File: src/rtl/div_exp.sv
// Exponent divide path: unpacks the multiplier's packed exponent, subtracts a divisor
// exponent and delivers quotient exponent plus borrow through a 2-stage elastic pipeline.
module div_exp (
    input  logic       clk,
    input  logic       rst_n,
    input  logic       in_valid,
    output logic       in_ready,
    input  logic [3:0] pexp,
    input  logic [3:0] exp_d,
    output logic       out_valid,
    input  logic       out_ready,
    output logic [3:0] result,
    output logic       borrow,
    input  logic       uf_clr,
    output logic [7:0] uf_cnt
);

    logic [1:0] w_s_hi;
    logic [3:0] w_s;
    logic       w_s1_adv;
    logic       w_s2_adv;
    logic       w_accept;
    logic       w_uf_evt;
    logic [4:0] w_diff;

    logic       r_s1_valid;
    logic [3:0] r_s1_s;
    logic [3:0] r_s1_d;
    logic       r_s2_valid;
    logic [3:0] r_s2_result;
    logic       r_s2_borrow;
    logic [7:0] r_uf_cnt;

    // Packed format stores S[3:2] biased by +1; undo the bias and swap the halves back.
    always_comb begin
        w_s_hi = pexp[1:0] - 2'd1;
        w_s    = {w_s_hi, pexp[3:2]};
    end

    always_comb begin
        w_s2_adv = ~r_s2_valid | out_ready;
        w_s1_adv = ~r_s1_valid | w_s2_adv;
        w_accept = in_valid & w_s1_adv;
        w_diff   = {1'b0, r_s1_s} - {1'b0, r_s1_d};
        w_uf_evt = r_s2_valid & out_ready & r_s2_borrow;
    end

    always_ff @(posedge clk or negedge rst_n) begin
        if (!rst_n) begin
            r_s1_valid <= 1'b0;
            r_s1_s     <= 4'd0;
            r_s1_d     <= 4'd0;
        end else if (w_s1_adv) begin
            r_s1_valid <= in_valid;
            if (w_accept) begin
                r_s1_s <= w_s;
                r_s1_d <= exp_d;
            end
        end
    end

    always_ff @(posedge clk or negedge rst_n) begin
        if (!rst_n) begin
            r_s2_valid  <= 1'b0;
            r_s2_result <= 4'd0;
            r_s2_borrow <= 1'b0;
        end else if (w_s2_adv) begin
            r_s2_valid  <= r_s1_valid;
            r_s2_result <= w_diff[3:0];
            r_s2_borrow <= w_diff[4];
        end
    end

    // Clear wins over a same-cycle underflow event.
    always_ff @(posedge clk or negedge rst_n) begin
        if (!rst_n) begin
            r_uf_cnt <= 8'd0;
        end else if (uf_clr) begin
            r_uf_cnt <= 8'd0;
        end else if (w_uf_evt && (r_uf_cnt != 8'hFF)) begin
            r_uf_cnt <= r_uf_cnt + 8'd1;
        end
    end

    assign in_ready  = w_s1_adv;
    assign out_valid = r_s2_valid;
    assign result    = r_s2_result;
    assign borrow    = r_s2_borrow;
    assign uf_cnt    = r_uf_cnt;

endmodule

File: config.mk
export PLATFORM = sky130hd
export DESIGN_NAME = div_exp
export DESIGN_NICKNAME = d
export VERILOG_FILES = /design/src/rtl/div_exp.sv
export SDC_FILE = /design/constraint.sdc
export NUM_CORES = 1
export LEC_CHECK = 0
export ABC_AREA = 0
export BUFFER_PORTS_ARGS = -buffer_cell sky130_fd_sc_hd__buf_2
export CORE_UTILIZATION = 34
export CTS_BUF_LIST = sky130_fd_sc_hd__clkbuf_8
export CTS_CLUSTER_SIZE = 30
export DETAILED_ROUTE_END_ITERATION = 16
export HOLD_SLACK_MARGIN = 0.12
export PLACE_DENSITY = 0.63
export SLEW_MARGIN = 20
export SYNTH_ARGS = -nofsm -noshare
export SYNTH_HDL_FRONTEND = slang
export SYNTH_SLANG_ARGS = --single-unit
File: constraint.sdc
create_clock -name clk -period 1.45 [get_ports clk]
set_input_delay 0.145 -clock clk [delete_from_list [all_inputs] [get_ports clk]]
set_output_delay 0.145 -clock clk [all_outputs]
set_load 0.005 [all_outputs]
==> impl_metrics.env <==
export IMPL_syn_area_per_cell_um2=10.9
export IMPL_path_delay_family="flip-flops"
export IMPL_skew_ns=0.00412
export IMPL_cp_required_ns=1.62
export IMPL_fin_crit_ns=1.44
export IMPL_grt_max_degree=24
export IMPL_status="finished clean"
export IMPL_area_growth_pct=35.0
export IMPL_h_tree_depth=1
export IMPL_synthCells=105
export IMPL_drt_first_pass_iters=4
export IMPL_grt_overflow=0
export IMPL_fp_dieArea_um2=3590
export IMPL_cts_root_buf="clkbuf_8"
export IMPL_grt_total_usage=0.136
export IMPL_drc=0
export IMPL_cts_sinks=23
export IMPL_die_width_um=59.9
export IMPL_portBuffers=27
export IMPL_arrival_ns=1.61
export IMPL_cts_buffer_depth=2
export IMPL_postRouteAntennaNets=0
export IMPL_ioPinCount=28
export IMPL_num_vias=919
export IMPL_syn_nets=124
export IMPL_cp_start_kind="register"
export IMPL_ys_types=34
export IMPL_hold_viol_final=0
export IMPL_gp_congestion=0.841
export IMPL_tightestPinTransition_ns=0.514
export IMPL_timing_slew_headroom=0.657
export IMPL_drt_initial_drc_count=20
export IMPL_core_um2=3130
export IMPL_crit_type="reg -> reg"
export IMPL_max_freq_mhz=692
export IMPL_path_buf_inv=1
export IMPL_rows=20
export IMPL_totalWireLength_um=2240
export IMPL_total_leakage_power_uw=0.000714
export IMPL_tns_ns=0
export IMPL_slew_viol_final=0
export IMPL_wl_per_cell_um=11.7
export IMPL_seq_area_frac_synth=0.505
export IMPL_ys_ff_latch=23
export IMPL_cts_clk_slew_worst_paths_ns=0.08
export IMPL_drive_above_1_share=0.401
export IMPL_setup_viol=0
export IMPL_final_period_utilization=0.996
export IMPL_die_h_um=59.9
export IMPL_cts_tree="built"
export IMPL_diodes=0
export IMPL_drv_cap=0
export IMPL_rsz0062_at_grt="yes"
export IMPL_setup_ws_ns=0.00587
export IMPL_cpPeakStageDelay_ns=0.44
export IMPL_cp_cell_sequence="buf_6, fa_2, a21oi_2, nor2b_1, o31ai_1"
export IMPL_fin_nets=167
export IMPL_hpwlAfterDp_um=1610
export IMPL_max_vdd_ir_drop_mv=0.756
export IMPL_initial_utilization=0.364
export IMPL_insertion_delay_ns=0.26
export IMPL_grt_pass1_wl_um=3590
export IMPL_worstPathMaxFanout=3
export IMPL_routed_via_density=4.81
export IMPL_grt_pass1_vias=844
export IMPL_endpoint_kind="register"
export IMPL_p_per_area_nw_per_um2=1080
export IMPL_netlist_area_um2=1140
export IMPL_cts_made_buffers=3
export IMPL_hold_path_class="in -> reg"
export IMPL_fill_cells=299
export IMPL_worst_path_max_delay_cell="dfrtp_1"
export IMPL_place_ws_ns=-0.142
export IMPL_ys_warn_count=0
export IMPL_finalPower_uw=1660
export IMPL_antenna_found_initial=0
## cell families (layout without fill, tap and decap cells)
kind of cell               after synthesis  count (layout)  synth area share
and+or+nand+nor                         36              36             0.167
adders and majority gates                6               6            0.0724
muxes                                    9               9            0.0867
xor gates and xnor gates                 4               4            0.0307
DFF                                     23              23             0.505
AOI/OAI and AO/OA                       19              19             0.110
buffers and inverters                    8              50            0.0285
## cells in the final DEF, fill, tap and decap left out, drive strengths merged, types with 5 or more instances in the layout
cell type and count:
dlygate4sd3 8, nand2 11, buf 33, mux2 7, o21ai 5, ha 5
inv 6, dfrtp 23, nor2 7
## layout make-up
type / count / area, um^2 / share of cell area
Sequential cell: 23 / 576 / 0.374
Inverter: 5 / 18.8 / 0.0122
Multi-Input combinational cell: 74 / 581 / 0.377
Clock buffer: 3 / 41.3 / 0.0268
Timing Repair Buffer: 41 / 264 / 0.172
Clock inverter: 1 / 3.75 / 0.00244
Tap cell: 44 / 55.1 / 0.0358
## synthesized netlist by cell type
library cell | number | area [um^2]
nor3_1 | 3 | 15.0
buf_1 | 1 | 3.75
a211oi_1 | 1 | 7.51
buf_2 | 2 | 10.0
o21a_1 | 3 | 22.5
nand3_1 | 1 | 5.00
nand2b_1 | 1 | 6.26
nand2_1 | 10 | 37.5
inv_1 | 5 | 18.8
ha_1 | 5 | 62.6
a31oi_1 | 1 | 6.26
mux2_2 | 7 | 78.8
mux2i_1 | 2 | 20.0
nor3_2 | 1 | 10.0
a21oi_1 | 4 | 20.0
dfrtp_1 | 23 | 576
xor2_1 | 3 | 26.3
fa_1 | 1 | 20.0
o21ai_2 | 1 | 8.76
xnor2_1 | 1 | 8.76
and3_1 | 2 | 12.5
nand4_1 | 2 | 12.5
nand3b_1 | 1 | 7.51
a311oi_1 | 2 | 17.5
nand2_2 | 1 | 6.26
nor2_2 | 1 | 6.26
o211ai_1 | 1 | 7.51
and3_2 | 1 | 7.51
or2_2 | 1 | 6.26
nor2_1 | 6 | 22.5
o21ai_0 | 4 | 20.0
o31ai_1 | 2 | 15.0
nor2b_1 | 4 | 25.0
nand3_2 | 1 | 10.0
## per-stage QoR
step | hold WS (ns) | cells | instance area (um^2) | utilization
global route | 0.129 | 191 | 1540 | 0.492
finish | 0.131 | 191 | 1540 | 0.492
floorplan | -0.151 | 105 | 1140 | -
global placement | 0.150 | 176 | 1340 | 0.428
detailed placement | 0.149 | 176 | 1340 | 0.428
CTS | 0.123 | 189 | 1480 | 0.474
## power by group
| group | total [uW] | internal, uW | switching [uW] |
|---|---|---|---|
| combinational | 456 | 253 | 204 |
| sequential | 807 | 738 | 69.4 |
| clock | 394 | 189 | 205 |
## final timing paths
path	start	to	slack, ns	depth (start not counted)
worst max-delay path	r_s1_s[1]	borrow	0.006	5
worst min-delay path	pexp[3]	r_s1_s[1]	0.13	2
worst max register to register	r_s1_s[1]	borrow	0.006	5
worst min register to register	r_s1_valid	out_valid	0.48	1
max in group asynchronous	rst_n	r_s1_s[0]	0.72	2
min in group asynchronous	rst_n	uf_cnt[6]	0.37	2
## state kept, by name, summed over array words and instances (netlist names)
name,flops
result,4
borrow,1
out_valid,1
r_s1_s,4
uf_cnt,8
r_s1_valid,1
r_s1_d,4
## what timing repair did
item,4_1_cts,5_1_grt
pin swaps,6,4
setup endpoints to repair,4,7
hold buffers,8,0
buffers inserted,1,2
hold endpoints to repair,30,0
gates resized for setup,5,7
## layer usage
metal	global-route usage	up-vias	routed length, um
met2	0.243	34	1120
met3	0.0433	2	146
met5	0	-	0
met4	0.0332	0	8
li1	-	453	-
met1	0.155	430	966
(Power assumes the default switching activity.)
